==> src/rtl/agc_io_channels_pkg.sv <==
// Shared types and channel-map constants for the AGC IO channel bank.
// Channels 0-3 are core-written outputs, 4-7 are peripheral-written inputs.
package agc_io_pkg;

   localparam int NUM_CHAN      = 8;
   localparam int OUT_CHAN_LAST = 3;
   localparam int IN_CHAN_BASE  = 4;

   typedef struct packed {
      logic [1:0]  chan;
      logic [14:0] data;
   } io_event_t;

   // True when a core write selector addresses an output channel.
   function automatic logic is_out_chan(input logic [2:0] sel);
      return sel <= 3'(OUT_CHAN_LAST);
   endfunction

   // Register index of peripheral input channel `sel`.
   function automatic logic [2:0] in_chan_idx(input logic [1:0] sel);
      return 3'(IN_CHAN_BASE) + {1'b0, sel};
   endfunction

endpackage

==> src/rtl/agc_io_channels_if.sv <==
// Bus bundle between the core/peripheral side and the IO channel bank.
// slave is the channel bank, master is whoever drives it.
interface agc_io_channels_if #(
   parameter int DEPTH = 4
);
   import agc_io_pkg::*;

   logic [2:0]             IO_read_sel;
   logic [14:0]            IO_read_data;
   logic [2:0]             IO_write_sel;
   logic [14:0]            IO_write_data;
   logic                   IO_write_en;
   logic                   io_stall;
   logic                   in_valid;
   logic [1:0]             in_sel;
   logic [14:0]            in_data;
   logic                   out_valid;
   logic                   out_ready;
   logic [1:0]             out_chan;
   logic [14:0]            out_data;
   logic [$clog2(DEPTH):0] out_count;

   modport master (
      output IO_read_sel,
      input  IO_read_data,
      output IO_write_sel,
      output IO_write_data,
      output IO_write_en,
      input  io_stall,
      output in_valid,
      output in_sel,
      output in_data,
      input  out_valid,
      output out_ready,
      input  out_chan,
      input  out_data,
      input  out_count
   );

   modport slave (
      input  IO_read_sel,
      output IO_read_data,
      input  IO_write_sel,
      input  IO_write_data,
      input  IO_write_en,
      output io_stall,
      input  in_valid,
      input  in_sel,
      input  in_data,
      output out_valid,
      input  out_ready,
      output out_chan,
      output out_data,
      output out_count
   );

endinterface

==> src/rtl/agc_io_channels_fifo.sv <==
// Output event queue: DEPTH-entry circular FIFO with IO_OUT_FIFO_EN,
// otherwise a single holding register (full whenever it holds an event).
module io_event_fifo
   import agc_io_pkg::*;
#(
   parameter int DEPTH = 4
) (
   input  logic                   clock,
   input  logic                   reset,
   input  logic                   push,
   input  io_event_t              push_data,
   output logic                   full,
   input  logic                   pop,
   output logic                   valid,
   output io_event_t              head,
   output logic [$clog2(DEPTH):0] count
);

   localparam int CW = $clog2(DEPTH) + 1;

   logic do_push;
   logic do_pop;

   assign do_push = push & ~full;
   assign do_pop  = pop & valid;

`ifdef IO_OUT_FIFO_EN

   localparam int AW = $clog2(DEPTH);

   io_event_t       mem_q [DEPTH];
   io_event_t       mem_d [DEPTH];
   logic [AW-1:0]   wr_q, wr_d;
   logic [AW-1:0]   rd_q, rd_d;
   logic [CW-1:0]   cnt_q, cnt_d;

   assign full  = (cnt_q == CW'(DEPTH));
   assign valid = (cnt_q != '0);
   assign head  = mem_q[rd_q];
   assign count = cnt_q;

   // Next-state: write at tail, advance head, count tracks the net change.
   always_comb begin
      mem_d = mem_q;
      wr_d  = wr_q;
      rd_d  = rd_q;
      cnt_d = cnt_q;
      if (do_push) begin
         mem_d[wr_q] = push_data;
         wr_d        = wr_q + 1'b1;
      end
      if (do_pop) begin
         rd_d = rd_q + 1'b1;
      end
      unique case ({do_push, do_pop})
         2'b10:   cnt_d = cnt_q + 1'b1;
         2'b01:   cnt_d = cnt_q - 1'b1;
         default: cnt_d = cnt_q;
      endcase
   end

   // Queue state; reset discards every entry and zeroes the head.
   always_ff @(posedge clock or posedge reset) begin
      if (reset) begin
         for (int i = 0; i < DEPTH; i++) begin
            mem_q[i] <= '0;
         end
         wr_q  <= '0;
         rd_q  <= '0;
         cnt_q <= '0;
      end else begin
         for (int i = 0; i < DEPTH; i++) begin
            mem_q[i] <= mem_d[i];
         end
         wr_q  <= wr_d;
         rd_q  <= rd_d;
         cnt_q <= cnt_d;
      end
   end

`else

   io_event_t hold_q, hold_d;
   logic      vld_q, vld_d;

   assign full  = vld_q;
   assign valid = vld_q;
   assign head  = hold_q;
   assign count = vld_q ? CW'(1) : '0;

   // A push only lands when empty, so it never overlaps a pop.
   always_comb begin
      hold_d = hold_q;
      vld_d  = vld_q & ~do_pop;
      if (do_push) begin
         hold_d = push_data;
         vld_d  = 1'b1;
      end
   end

   // Single-entry holding register.
   always_ff @(posedge clock or posedge reset) begin
      if (reset) begin
         hold_q <= '0;
         vld_q  <= 1'b0;
      end else begin
         hold_q <= hold_d;
         vld_q  <= vld_d;
      end
   end

`endif

endmodule

==> src/rtl/agc_io_channels.sv <==
// AGC IO channel register bank with an output event queue toward the
// peripheral side. Build option: IO_OUT_FIFO_EN selects a DEPTH-entry queue.
module agc_io_channels
   import agc_io_pkg::*;
#(
   parameter int DEPTH = 4
) (
   input logic                clock,
   input logic                reset,
   agc_io_channels_if.slave   io
);

   logic [14:0]            chan_q [NUM_CHAN];
   logic [14:0]            chan_d [NUM_CHAN];
   logic                   out_wr;
   logic                   fifo_full;
   logic                   fifo_valid;
   io_event_t              push_ev;
   io_event_t              head_ev;
   logic [$clog2(DEPTH):0] fifo_count;

   assign out_wr  = io.IO_write_en & is_out_chan(io.IO_write_sel);
   assign push_ev = '{chan: io.IO_write_sel[1:0], data: io.IO_write_data};

   // Output writes update the register only when their event is queued.
   always_comb begin
      chan_d = chan_q;
      if (out_wr && !fifo_full) begin
         chan_d[io.IO_write_sel] = io.IO_write_data;
      end
      if (io.in_valid) begin
         chan_d[in_chan_idx(io.in_sel)] = io.in_data;
      end
   end

   // Channel registers.
   always_ff @(posedge clock or posedge reset) begin
      if (reset) begin
         for (int i = 0; i < NUM_CHAN; i++) begin
            chan_q[i] <= '0;
         end
      end else begin
         for (int i = 0; i < NUM_CHAN; i++) begin
            chan_q[i] <= chan_d[i];
         end
      end
   end

   io_event_fifo #(
      .DEPTH (DEPTH)
   ) u_fifo (
      .clock     (clock),
      .reset     (reset),
      .push      (out_wr),
      .push_data (push_ev),
      .full      (fifo_full),
      .pop       (io.out_ready),
      .valid     (fifo_valid),
      .head      (head_ev),
      .count     (fifo_count)
   );

   assign io.io_stall     = out_wr & fifo_full;
   assign io.IO_read_data = chan_q[io.IO_read_sel];
   assign io.out_valid    = fifo_valid;
   assign io.out_chan     = head_ev.chan;
   assign io.out_data     = head_ev.data;
   assign io.out_count    = fifo_count;

endmodule
==> src/flat_wrapper.sv <==
// flat-port wrapper written by rule: the top's interface ports become plain ports
module agc_io_channels_flat import agc_io_pkg::*;
#(
   parameter int DEPTH = 4
)
  (clock, reset, io_IO_read_sel, io_IO_read_data, io_IO_write_sel, io_IO_write_data, io_IO_write_en, io_io_stall, io_in_valid, io_in_sel, io_in_data, io_out_valid, io_out_ready, io_out_chan, io_out_data, io_out_count);
  agc_io_channels_if #(.DEPTH(DEPTH)) io_i ();
  input logic clock;
  input logic reset;
  input wire logic [$bits(io_i.IO_read_sel)-1:0] io_IO_read_sel;
  output wire logic [$bits(io_i.IO_read_data)-1:0] io_IO_read_data;
  input wire logic [$bits(io_i.IO_write_sel)-1:0] io_IO_write_sel;
  input wire logic [$bits(io_i.IO_write_data)-1:0] io_IO_write_data;
  input wire logic [$bits(io_i.IO_write_en)-1:0] io_IO_write_en;
  output wire logic [$bits(io_i.io_stall)-1:0] io_io_stall;
  input wire logic [$bits(io_i.in_valid)-1:0] io_in_valid;
  input wire logic [$bits(io_i.in_sel)-1:0] io_in_sel;
  input wire logic [$bits(io_i.in_data)-1:0] io_in_data;
  output wire logic [$bits(io_i.out_valid)-1:0] io_out_valid;
  input wire logic [$bits(io_i.out_ready)-1:0] io_out_ready;
  output wire logic [$bits(io_i.out_chan)-1:0] io_out_chan;
  output wire logic [$bits(io_i.out_data)-1:0] io_out_data;
  output wire logic [$bits(io_i.out_count)-1:0] io_out_count;
  assign io_i.IO_read_sel = io_IO_read_sel;
  assign io_IO_read_data = io_i.IO_read_data;
  assign io_i.IO_write_sel = io_IO_write_sel;
  assign io_i.IO_write_data = io_IO_write_data;
  assign io_i.IO_write_en = io_IO_write_en;
  assign io_io_stall = io_i.io_stall;
  assign io_i.in_valid = io_in_valid;
  assign io_i.in_sel = io_in_sel;
  assign io_i.in_data = io_in_data;
  assign io_out_valid = io_i.out_valid;
  assign io_i.out_ready = io_out_ready;
  assign io_out_chan = io_i.out_chan;
  assign io_out_data = io_i.out_data;
  assign io_out_count = io_i.out_count;
  agc_io_channels #(.DEPTH(DEPTH)) u_core (.clock(clock), .reset(reset), .io(io_i));
endmodule
==> config.mk <==
export PLATFORM = sky130hd
export DESIGN_NAME = agc_io_channels_flat
export DESIGN_NICKNAME = d
export VERILOG_FILES = /design/src/rtl/agc_io_channels_pkg.sv /design/src/rtl/agc_io_channels_if.sv /design/src/rtl/agc_io_channels_fifo.sv /design/src/rtl/agc_io_channels.sv /design/src/flat_wrapper.sv
export SDC_FILE = /design/constraint.sdc
export NUM_CORES = 1
export LEC_CHECK = 0
export CORE_MARGIN = 3
export CORE_UTILIZATION = 50
export DETAILED_ROUTE_END_ITERATION = 10
export PLACE_DENSITY = 0.73
export SLEW_MARGIN = 15
export SYNTH_ARGS = -nofsm -noshare
export SYNTH_HDL_FRONTEND = slang
export SYNTH_SLANG_ARGS = --single-unit
==> constraint.sdc <==
create_clock -name clock -period 5.9 [get_ports clock]
set_input_delay 0.59 -clock clock [delete_from_list [all_inputs] [get_ports clock]]
set_output_delay 0.59 -clock clock [all_outputs]
set_load 0.02 [all_outputs]
# == Word level (Yosys, flattened, before mapping) ==
# Index checks and enable logic that the tools add are counted.
# totals
word_cells,45
regBits,138
inputBits,43
output_inout_bits,37
# classes
mux,13
add_sub_neg,1
bitwise,10
reduce_logical,4
n_lt_le_gt_ge,6
# ops
cell,count
120-bit bitwise mux,2
120-bit 2-to-1 mux,2
15-bit demux with 3-bit select,2
15-bit 2-to-1 mux,4
15-bit binary-select mux with 3-bit select,1
4-bit >= comparator (second input constant),3
3-bit NOT with 4-bit output,3
4-bit by 1-bit less-than comparator with 1-bit output (second input constant),2
1-bit AND,5
3-bit by 2-bit adder with 3-bit output (first input constant),1
3-bit by 2-bit less-or-equal comparator with 1-bit output (second input constant),1
1-bit logical AND,3
1-bit 2-to-1 mux,2
1-bit NOT,2
1-bit logical NOT,1

# == Logic depth before layout (Yosys ltp) ==
# Gate-level depths: netlist of run 1.
# depth
word_depth,9
ltp_mapped,5
depth_no_buf,3

# == Hierarchy ==
# A second synthesis of run 1 with hierarchy kept.
# hier_totals
cells_unflattened,360
hier_area_um2,6213.5
# by_module_without_submodules
module,instances,area_each_um2,seq_area_each_um2,cells_per_inst
agc_io_channels,1,5447.7,3002.9,314
io_event_fifo,1,765.7,450.4,46

# == Worst setup path after synthesis of run 1 ==
# OpenSTA, ideal clock, no wires.
# synth_path
path_kind,in2out
startpoint,input port io_IO_read_sel[2]
endpoint,output port io_IO_read_data[10]
t_required_ps,5310
t_arrival_ps,1704
cell_stages,3
path_slack_ps,3606
n_path_buf,1
cell_sequence,buf_2 mux4_2 mux2_2
# synth_via
elab_chain_cells,4
# synth_lines
element,line_no,text
from (decl),flat_wrapper.sv:10,input wire logic [$bits(io_i.IO_read_sel)-1:0] io_IO_read_sel;
3-bit NOT with 4-bit output (not written as such),agc_io_channels.sv:64,assign io.IO_read_data = chan_q[io.IO_read_sel];
15-bit binary-select mux with 3-bit select,agc_io_channels.sv:64,
15-bit 2-to-1 mux (not written as such) (2 in a row),agc_io_channels.sv:64,
to (decl),flat_wrapper.sv:11,output wire logic [$bits(io_i.IO_read_data)-1:0] io_IO_read_data;
# Every way passes these cells. The select of a mux whose other input is x is not followed.

# == Final worst setup path of run 1 ==
# layout_path
startpoint,input port io_IO_read_sel[1]
endpoint,output port io_IO_read_data[8]
# The elaborated chain is that of the path after synthesis.

==> impl_metrics.toml, run 1 <==
[global_route]
grt_use_total_pct = 21.7
grt_max_degree = 53
grt_pass1_vias = 3862
grt_pass1_wl_um = 21300
antenna_found_initial = 0
grt_remaining_overflow = 0

[timing]
holdWs_ps = 470
fin_worst_skew_ps = 4.03
fin_crit_sh_pct = 56.8
max_freq_mhz = 298
slew_viol_final = 0
max_slew_margin_pct = 25.0
final_hold_viol_count = 0
tightest_slew_ps = 1120
final.min_clock_period_ps = 3350
setup_viol = 0
setup_tns_ps = 0
rsz0062_at_grt = "false"

[layout]
mostFrequentLayoutCell = "dfrtp_1"
finalNetCount = 514
final_cell_mix = "dfrtp_1 (138), mux2_2 (135), clkdlybuf4s50_1 (75)"
diodes = 0
design_area_um2 = 7600
syn_to_final_growth_pct = 24.7
fill_cells = 868
drive_gt1_share_pct = 43.2

[cts]
cts.sinks = 138
clkSlewWorstSetupHoldPaths_ps = 60
cts_tree = "built"
hold_buffers = 0
cts-root-buf = "clkbuf_16"
cts_max_path_buffers = 2
cts_max_level = 4
cts_setup_buffers = 0
numCtsBuffers = 17
clk-insertion-delay-late_ps = 420
cts_resized = 0

[synthesis]
synth_compound_area_share_pct = 0.0821
synth_xor_area_share_pct = 0
yosysWarnings = 0
synthTopCellsByArea = "dfrtp_1 (57%), mux2_2 (25%), mux4_2 (11%)"
muxShareOfSynthArea_pct = 36.0
netlist_area_um2 = 6090
synth_top_area_cell = "dfrtp_1"
ys_seq_area_share_pct = 56.7
netlist_instances = 393
synthSimpleGateAreaFrac_pct = 4.85
synth_top_family_by_area = "multiplexers"
synth-adder-area-share_pct = 0
syn-mean-instance-area_um2 = 15.5
synth_cell_type_count = 19
yosys.area.top_type_share_pct = 56.7
ys_ff_latch = 138

[die]
die_w_um = 116
placementRows = 39
dieHeight_um = 116
fp.dieArea_um2 = 13500
start_util_pct = 52.2
core_um2 = 11700
ios = 80

[worst_hold_path]
hp-class = "reg2reg"
hold_depth = 2

[setup_path]
startpoint = "io_IO_read_sel[1]"
reg2reg_from = "u_core.u_fifo.full$_DFF_PP0_"
r2r_slack_ps = 3420
crit_end = "io_IO_read_data[8]"
worstRegToRegCells = 3
crit_required_ps = 5310
end_kind = "output pin"
cp_max_fo = 15
worstSetupStartpointType = "primary input"
critical_path_arrival_ps = 2760
critical_path_class = "in2out"

[outcome]
status = "finished clean"

[routing]
drc = 0
post_drt_wl_per_cell_um = 21.2
drt_iter0_markers = 187
wirelength_um = 13300
dr.pass1.iters = 4
vias = 3566
viasPerCell = 5.69
ant_nets = 0

[flow_run]
max_cap_violations = 0

[place]
dpl_cell_area_um2 = 6950
place_congestion = 0.760
port-buffer-count = 77
dpl.hpwl_um = 8130

[pwr]
ir_drop_mv = 0.208
p_per_area_nw_per_um2 = 401
p_leak_nw = 3.24
power_w = 0.00305
synthesized netlist by cell type:
cell and count:
nor3b_4 1, mux2_2 135, nand2_1 50, buf_1 2
nand3_1 2, nand3b_1 4, nor3_2 1, or3b_4 1
mux4_2 30, inv_1 2, nor3b_1 2, nor3b_2 1
dfrtp_1 138, conb_1 1, buf_2 10, o21ai_0 1
buf_4 4, clkbuf_1 6, buf_6 2
logic make-up after synthesis:
logic type / after synthesis
and+or+nand+nor: 62
AOI/OAI and AO/OA: 1
DFF: 138
muxes: 165
other: 1
buffers and inverters: 26
critical path, stage by stage:
cell and delay [ps]:
clkdlybuf4s50_1 1170, mux2_2 440, clkdlybuf4s50_1 550
final cells by class:
cell class                 count  area (µm²)  area share (%)
multi-input combinational    230        2510            33.0
sequential                   138        3450            45.4
tap                          143         179            2.35
clock buffer                  20         457            6.01
timing repair buffer          82         798            10.5
inverter                       2        10.0           0.132
clock inverter                12         195            2.57
power breakdown:
part           internal, W  total [W]  switching, W
Sequential         0.00116    0.00127      0.000107
Combinational     0.000375   0.000620      0.000245
Clock             0.000769    0.00116      0.000392
worst min path at each step:
| stage | start | endpoint | slack (ps) |
|---|---|---|---|
| floorplan | register | register | 470 |
| global placement | u_core.u_fifo.head[16]$_DFFE_PP0N_ | u_core.u_fifo.head[16]$_DFFE_PP0N_ | 450 |
| detailed placement | u_core.u_fifo.head[14]$_DFFE_PP0N_ | u_core.u_fifo.head[14]$_DFFE_PP0N_ | 460 |
| CTS | u_core.u_fifo.head[14]$_DFFE_PP0N_ | u_core.u_fifo.head[14]$_DFFE_PP0N_ | 480 |
| global route | u_core.u_fifo.head[11]$_DFFE_PP0N_ | u_core.u_fifo.head[11]$_DFFE_PP0N_ | 500 |
| finish | u_core.u_fifo.head[2]$_DFFE_PP0N_ | u_core.u_fifo.head[2]$_DFFE_PP0N_ | 470 |
metrics by stage:
step	util, %	instances	setup WS, ps
global placement	59.6	595	2560
detailed placement	59.6	595	2540
floorplan	-	394	1610
finish	65.2	627	2550
CTS	65.2	627	2550
global route	65.2	627	2450
routing by layer:
layer	vias up	routed length [µm]	track usage, %
met3	18	577	5.96
met5	-	0	0
li1	1581	-	-
met2	85	6770	35.0
met1	1882	5780	28.6
met4	0	184	7.42
(Power assumes the default switching activity.)
==> run 2: changes to the inputs <==
clock period = 3.49 ns   (was 5.9 ns; I/O delays follow)
==> run 2 against run 1 <==
  * Global-route usage decreased by 0.51 points
  * Register-to-register slack got worse by 2000 ps
  * Via count increased by 2.3%
  * Largest power group unchanged
==> impl_metrics.toml, run 2 (synthesis gave the netlist of run 1 again) <==
[outcome]
status = "finished clean"

[die]
start_util_pct = 52.2
ios = 80
placementRows = 39
die_w_um = 116
core_um2 = 11700
dieHeight_um = 116
fp.dieArea_um2 = 13500

[routing]
wirelength_um = 13300
viasPerCell = 5.74
vias = 3649
drc = 0
ant_nets = 0
post_drt_wl_per_cell_um = 20.9
dr.pass1.iters = 4
drt_iter0_markers = 185

[global_route]
grt_pass1_vias = 3895
met3_usage_pct = 4.46
grt_use_total_pct = 21.2
grt_pass1_wl_um = 21200
busiest_layer = "met2"
gr-usage-met2_pct = 34.7
grt_max_degree = 52
antenna_found_initial = 0
grt_util_met1_pct = 29.0
grt_remaining_overflow = 0

[cts]
cts_max_path_buffers = 2
cts_max_level = 4
cts.sinks = 138
cts_tree = "built"
hold_buffers = 0
numCtsBuffers = 17
clk-insertion-delay-late_ps = 400
clkSlewWorstSetupHoldPaths_ps = 50
cts_setup_buffers = 0
cts_resized = 0
cts-root-buf = "clkbuf_16"

[layout]
fin_cells = 636
syn_to_final_growth_pct = 26.8
design_area_um2 = 7720
final_cell_mix = "dfrtp_1 (138), mux2_2 (135), clkdlybuf4s50_1 (75)"
diodes = 0
finalNetCount = 523
mostFrequentLayoutCell = "dfrtp_1"
fill_cells = 847
fin_util_pct = 66.2
drive_gt1_share_pct = 44.0

[timing]
slew_viol_final = 0
rsz0062_at_grt = "false"
final_hold_viol_count = 0
final.min_clock_period_ps = 2640
fin_worst_skew_ps = 5.13
tightest_slew_ps = 1040
setup_viol = 0
fin_crit_sh_pct = 75.7
max_freq_mhz = 379
setup_tns_ps = 0
max_slew_margin_pct = 30.8

[setup_path]
reg2reg_from = "u_core.u_fifo.full$_DFF_PP0_"
critical_path_arrival_ps = 2290
r2r_slack_ps = 1400
worstRegToRegCells = 4
startpoint = "io_IO_read_sel[2]"
worstSetupStartpointType = "primary input"
crit_required_ps = 3140
critical_path_class = "in2out"
cp_max_fo = 17
end_kind = "output pin"

[worst_hold_path]
hold_depth = 2
worstHoldStart = "u_core.u_fifo.head[0]$_DFFE_PP0N_"
holdPathEnd = "u_core.u_fifo.head[0]$_DFFE_PP0N_"
hp-class = "reg2reg"

[pwr]
switching_share_pct = 24.4
power_w = 0.00514
netSwitchingPower_w = 0.00126
pwr-share-comb_pct = 20.5
clockPowerShare_pct = 37.7
ir_drop_mv = 0.545
cell_internal_pwr_w = 0.00389
p_leak_nw = 3.30
seq_power_share_pct = 41.8
p_per_area_nw_per_um2 = 666

[place]
dpl.hpwl_um = 8590
place_congestion = 0.765
port-buffer-count = 77
dp_cells = 604
dpl_cell_area_um2 = 7080

[flow_run]
max_cap_violations = 0
-- run 2: changes by cell type in the layout (fill, tap and decap cells not counted) --
cell      previous run  this run
clkinv_4             0         1
inv_4                1         0
clkbuf_1             1         2
buf_12               0         5
buf_4                5         9
clkbuf_8             2         1
-- run 2: routing by layer --
metal,vias up,wire length (µm)
met2,94,6830
li1,1599,-
met3,13,539
met1,1943,5790
met5,-,0
met4,0,127
-- run 2: worst max-delay path: stages --
cell             delay, ps
buf_2                  360
buf_12                 240
mux4_2                 510
mux2_2                 270
clkdlybuf4s50_1        540
-- run 2: worst max path at each step --
| stage | to | cells past startpoint |
|---|---|---|
| 2_1_floorplan | async pin | 1 |
| 3_3_place_gp | io_IO_read_data[7] | 5 |
| 3_5_place_dp | io_IO_read_data[9] | 5 |
| 4_1_cts | io_IO_read_data[12] | 5 |
| 5_1_grt | io_IO_read_data[8] | 5 |
| 6_report | io_IO_read_data[12] | 5 |
-- run 2: cell type report --
cell class	count	area [µm²]	area share [%]
clock buffers	20	447	5.78
clock inverters	12	196	2.54
inverters	2	11.3	0.146
multi-input cells	230	2510	32.5
flip-flops and latches	138	3450	44.7
well taps	143	179	2.32
repair buffers	91	928	12.0
-- run 2: metrics by stage --
stage,worst slack (ps),hold slack (ps)
after floorplan,1420,445
after global placement,824,452
after detailed placement,816,464
after CTS,813,478
after global routing,734,502
final,849,470
-- run 2: power by group through the flow --
stage	Sequential, W	Clock (W)	Combinational [W]
2_1_floorplan	0.00215	0	0.000672
3_3_place_gp	0.00215	0	0.00104
3_5_place_dp	0.00217	0	0.00106
4_1_cts	0.00215	0.00197	0.00107
5_1_grt	0.00219	0.00204	0.00114
6_report	0.00215	0.00194	0.00105
==> run 3: changes to the inputs <==
clock period = 2.77 ns   (was 3.49 ns; I/O delays follow)
==> run 3 against run 2 <==
  * Worst setup slack worse by 450 ps
  * Clock-buffer cell count down 3
  * Via count down 0.69%
  * Critical endpoint is now io_IO_read_data[7]
  * Largest cell class unchanged
==> impl_metrics.toml, run 3 (synthesis gave the netlist of run 1 again) <==
[outcome]
status = "finished clean"

[layout]
fill_cells = 846
mostFrequentLayoutCell = "dfrtp_1"
multi_input_area_um2 = 2510
final_cell_mix = "dfrtp_1 (138), mux2_2 (135), clkdlybuf4s50_1 (75)"
regArea_um2 = 3450
diodes = 0
syn_to_final_growth_pct = 25.7
finalNetCount = 523
drive_gt1_share_pct = 44.4

[die]
dieHeight_um = 116
start_util_pct = 52.2
ios = 80
fp.dieArea_um2 = 13500
core_um2 = 11700
placementRows = 39
die_w_um = 116

[timing]
slew_viol_final = 0
tightest_slew_ps = 596
setup_viol = 0
max_slew_margin_pct = 60.2
fin_worst_skew_ps = 10.8
final_hold_viol_count = 0
fin_crit_sh_pct = 85.5
rsz0062_at_grt = "false"
max_freq_mhz = 422
setup_tns_ps = 0
final.min_clock_period_ps = 2370

[global_route]
grt_pass1_vias = 3847
grt_remaining_overflow = 0
antenna_found_initial = 0
grt_use_total_pct = 21.3
grt_max_degree = 61
grt_pass1_wl_um = 21200

[routing]
post_drt_wl_per_cell_um = 20.7
vias = 3624
drc = 0
drt_iter0_markers = 198
wirelength_um = 13100
dr.pass1.iters = 4
viasPerCell = 5.70
ant_nets = 0

[cts]
cts_tree = "built"
cts_resized = 0
hold_buffers = 0
cts_setup_buffers = 0
clkSlewWorstSetupHoldPaths_ps = 60
cts_max_level = 4
cts.sinks = 138
numCtsBuffers = 17
cts-root-buf = "clkbuf_16"
clk-insertion-delay-late_ps = 420
cts_max_path_buffers = 2

[pwr]
p_leak_nw = 3.27
power_w = 0.00628
ir_drop_mv = 0.577
p_per_area_nw_per_um2 = 820

[setup_path]
critPathSlowestCell = "clkdlybuf4s50_1"
path_cells = "mux4_2 -> mux2_2 -> clkdlybuf4s50_1"
r2r_slack_ps = 820
worstSetupStartpointType = "register"
reg2reg_from = "u_core.u_fifo.full$_DFF_PP0_"
end_kind = "output pin"
critical_path_arrival_ps = 2090
critical_path_class = "reg2out"
slowest_delay_ps = 550
cp_max_fo = 2
worstRegToRegCells = 4
crit_required_ps = 2490

[place]
place_congestion = 0.745
dpl.hpwl_um = 8190
port-buffer-count = 77

[flow_run]
max_cap_violations = 0

[worst_hold_path]
hp-class = "in2async"
==> run 3: changes by cell type in the layout (fill, tap and decap cells not counted) <==
cell	delta
inv_6	+5
bufinv_16	-3
clkbuf_8	-1
buf_4	+1
inv_8	+1
buf_12	-1
clkinv_2	-1
clkbuf_1	-2
clkinv_4	+1
==> run 3: worst max path at each step <==
stage                           startpoint                   to  slack (ps)  cells after the start
5_1_grt        u_core.chan_q[46]$_DFF_PP0_   io_IO_read_data[1]         330                      3
3_5_place_dp             io_IO_read_sel[2]   io_IO_read_data[1]         430                      5
6_report       u_core.chan_q[52]$_DFF_PP0_   io_IO_read_data[7]         400                      3
2_1_floorplan                        reset            async pin         770                      1
3_3_place_gp             io_IO_read_sel[2]   io_IO_read_data[1]         430                      5
4_1_cts        u_core.chan_q[44]$_DFF_PP0_  io_IO_read_data[14]         390                      3
==> run 3: area by class of cell <==
class | count | share of cell area (%)
flip-flops and latches | 138 | 45.1
clock buffers | 17 | 5.55
inverters | 2 | 0.147
repair buffers | 91 | 12.0
clock inverters | 15 | 2.16
well taps | 143 | 2.34
multi-input cells | 230 | 32.8
==> run 3: per-stage QoR <==
step	worst slack [ps]	instances	util, %	hold slack [ps]	instance area (µm²)
2_1_floorplan	772	394	-	373	6100
3_3_place_gp	433	604	60.6	452	7070
3_5_place_dp	430	604	60.6	462	7070
4_1_cts	386	636	65.7	291	7660
5_1_grt	328	636	65.7	313	7660
6_report	402	636	65.7	280	7660
==> run 3: power by group <==
part           internal, W  switching (W)  total [W]
combinational     0.000810       0.000513    0.00132
sequential         0.00247       0.000234    0.00270
clock              0.00134       0.000909    0.00225
==> run 3: critical path: cells and delay by family, from the launching register on <==
kind	cells	cell delay, ps
muxes	2	740
buffers and inverters	1	550
DFF	1	390
==> run 3: routing by layer <==
metal | GRT usage (%) | up-vias | routed length, µm
li1 | - | 1606 | -
met1 | 28.3 | 1906 | 5500
met2 | 34.9 | 98 | 6720
met3 | 4.61 | 14 | 776
met4 | 7.50 | 0 | 159
met5 | 0 | - | 0
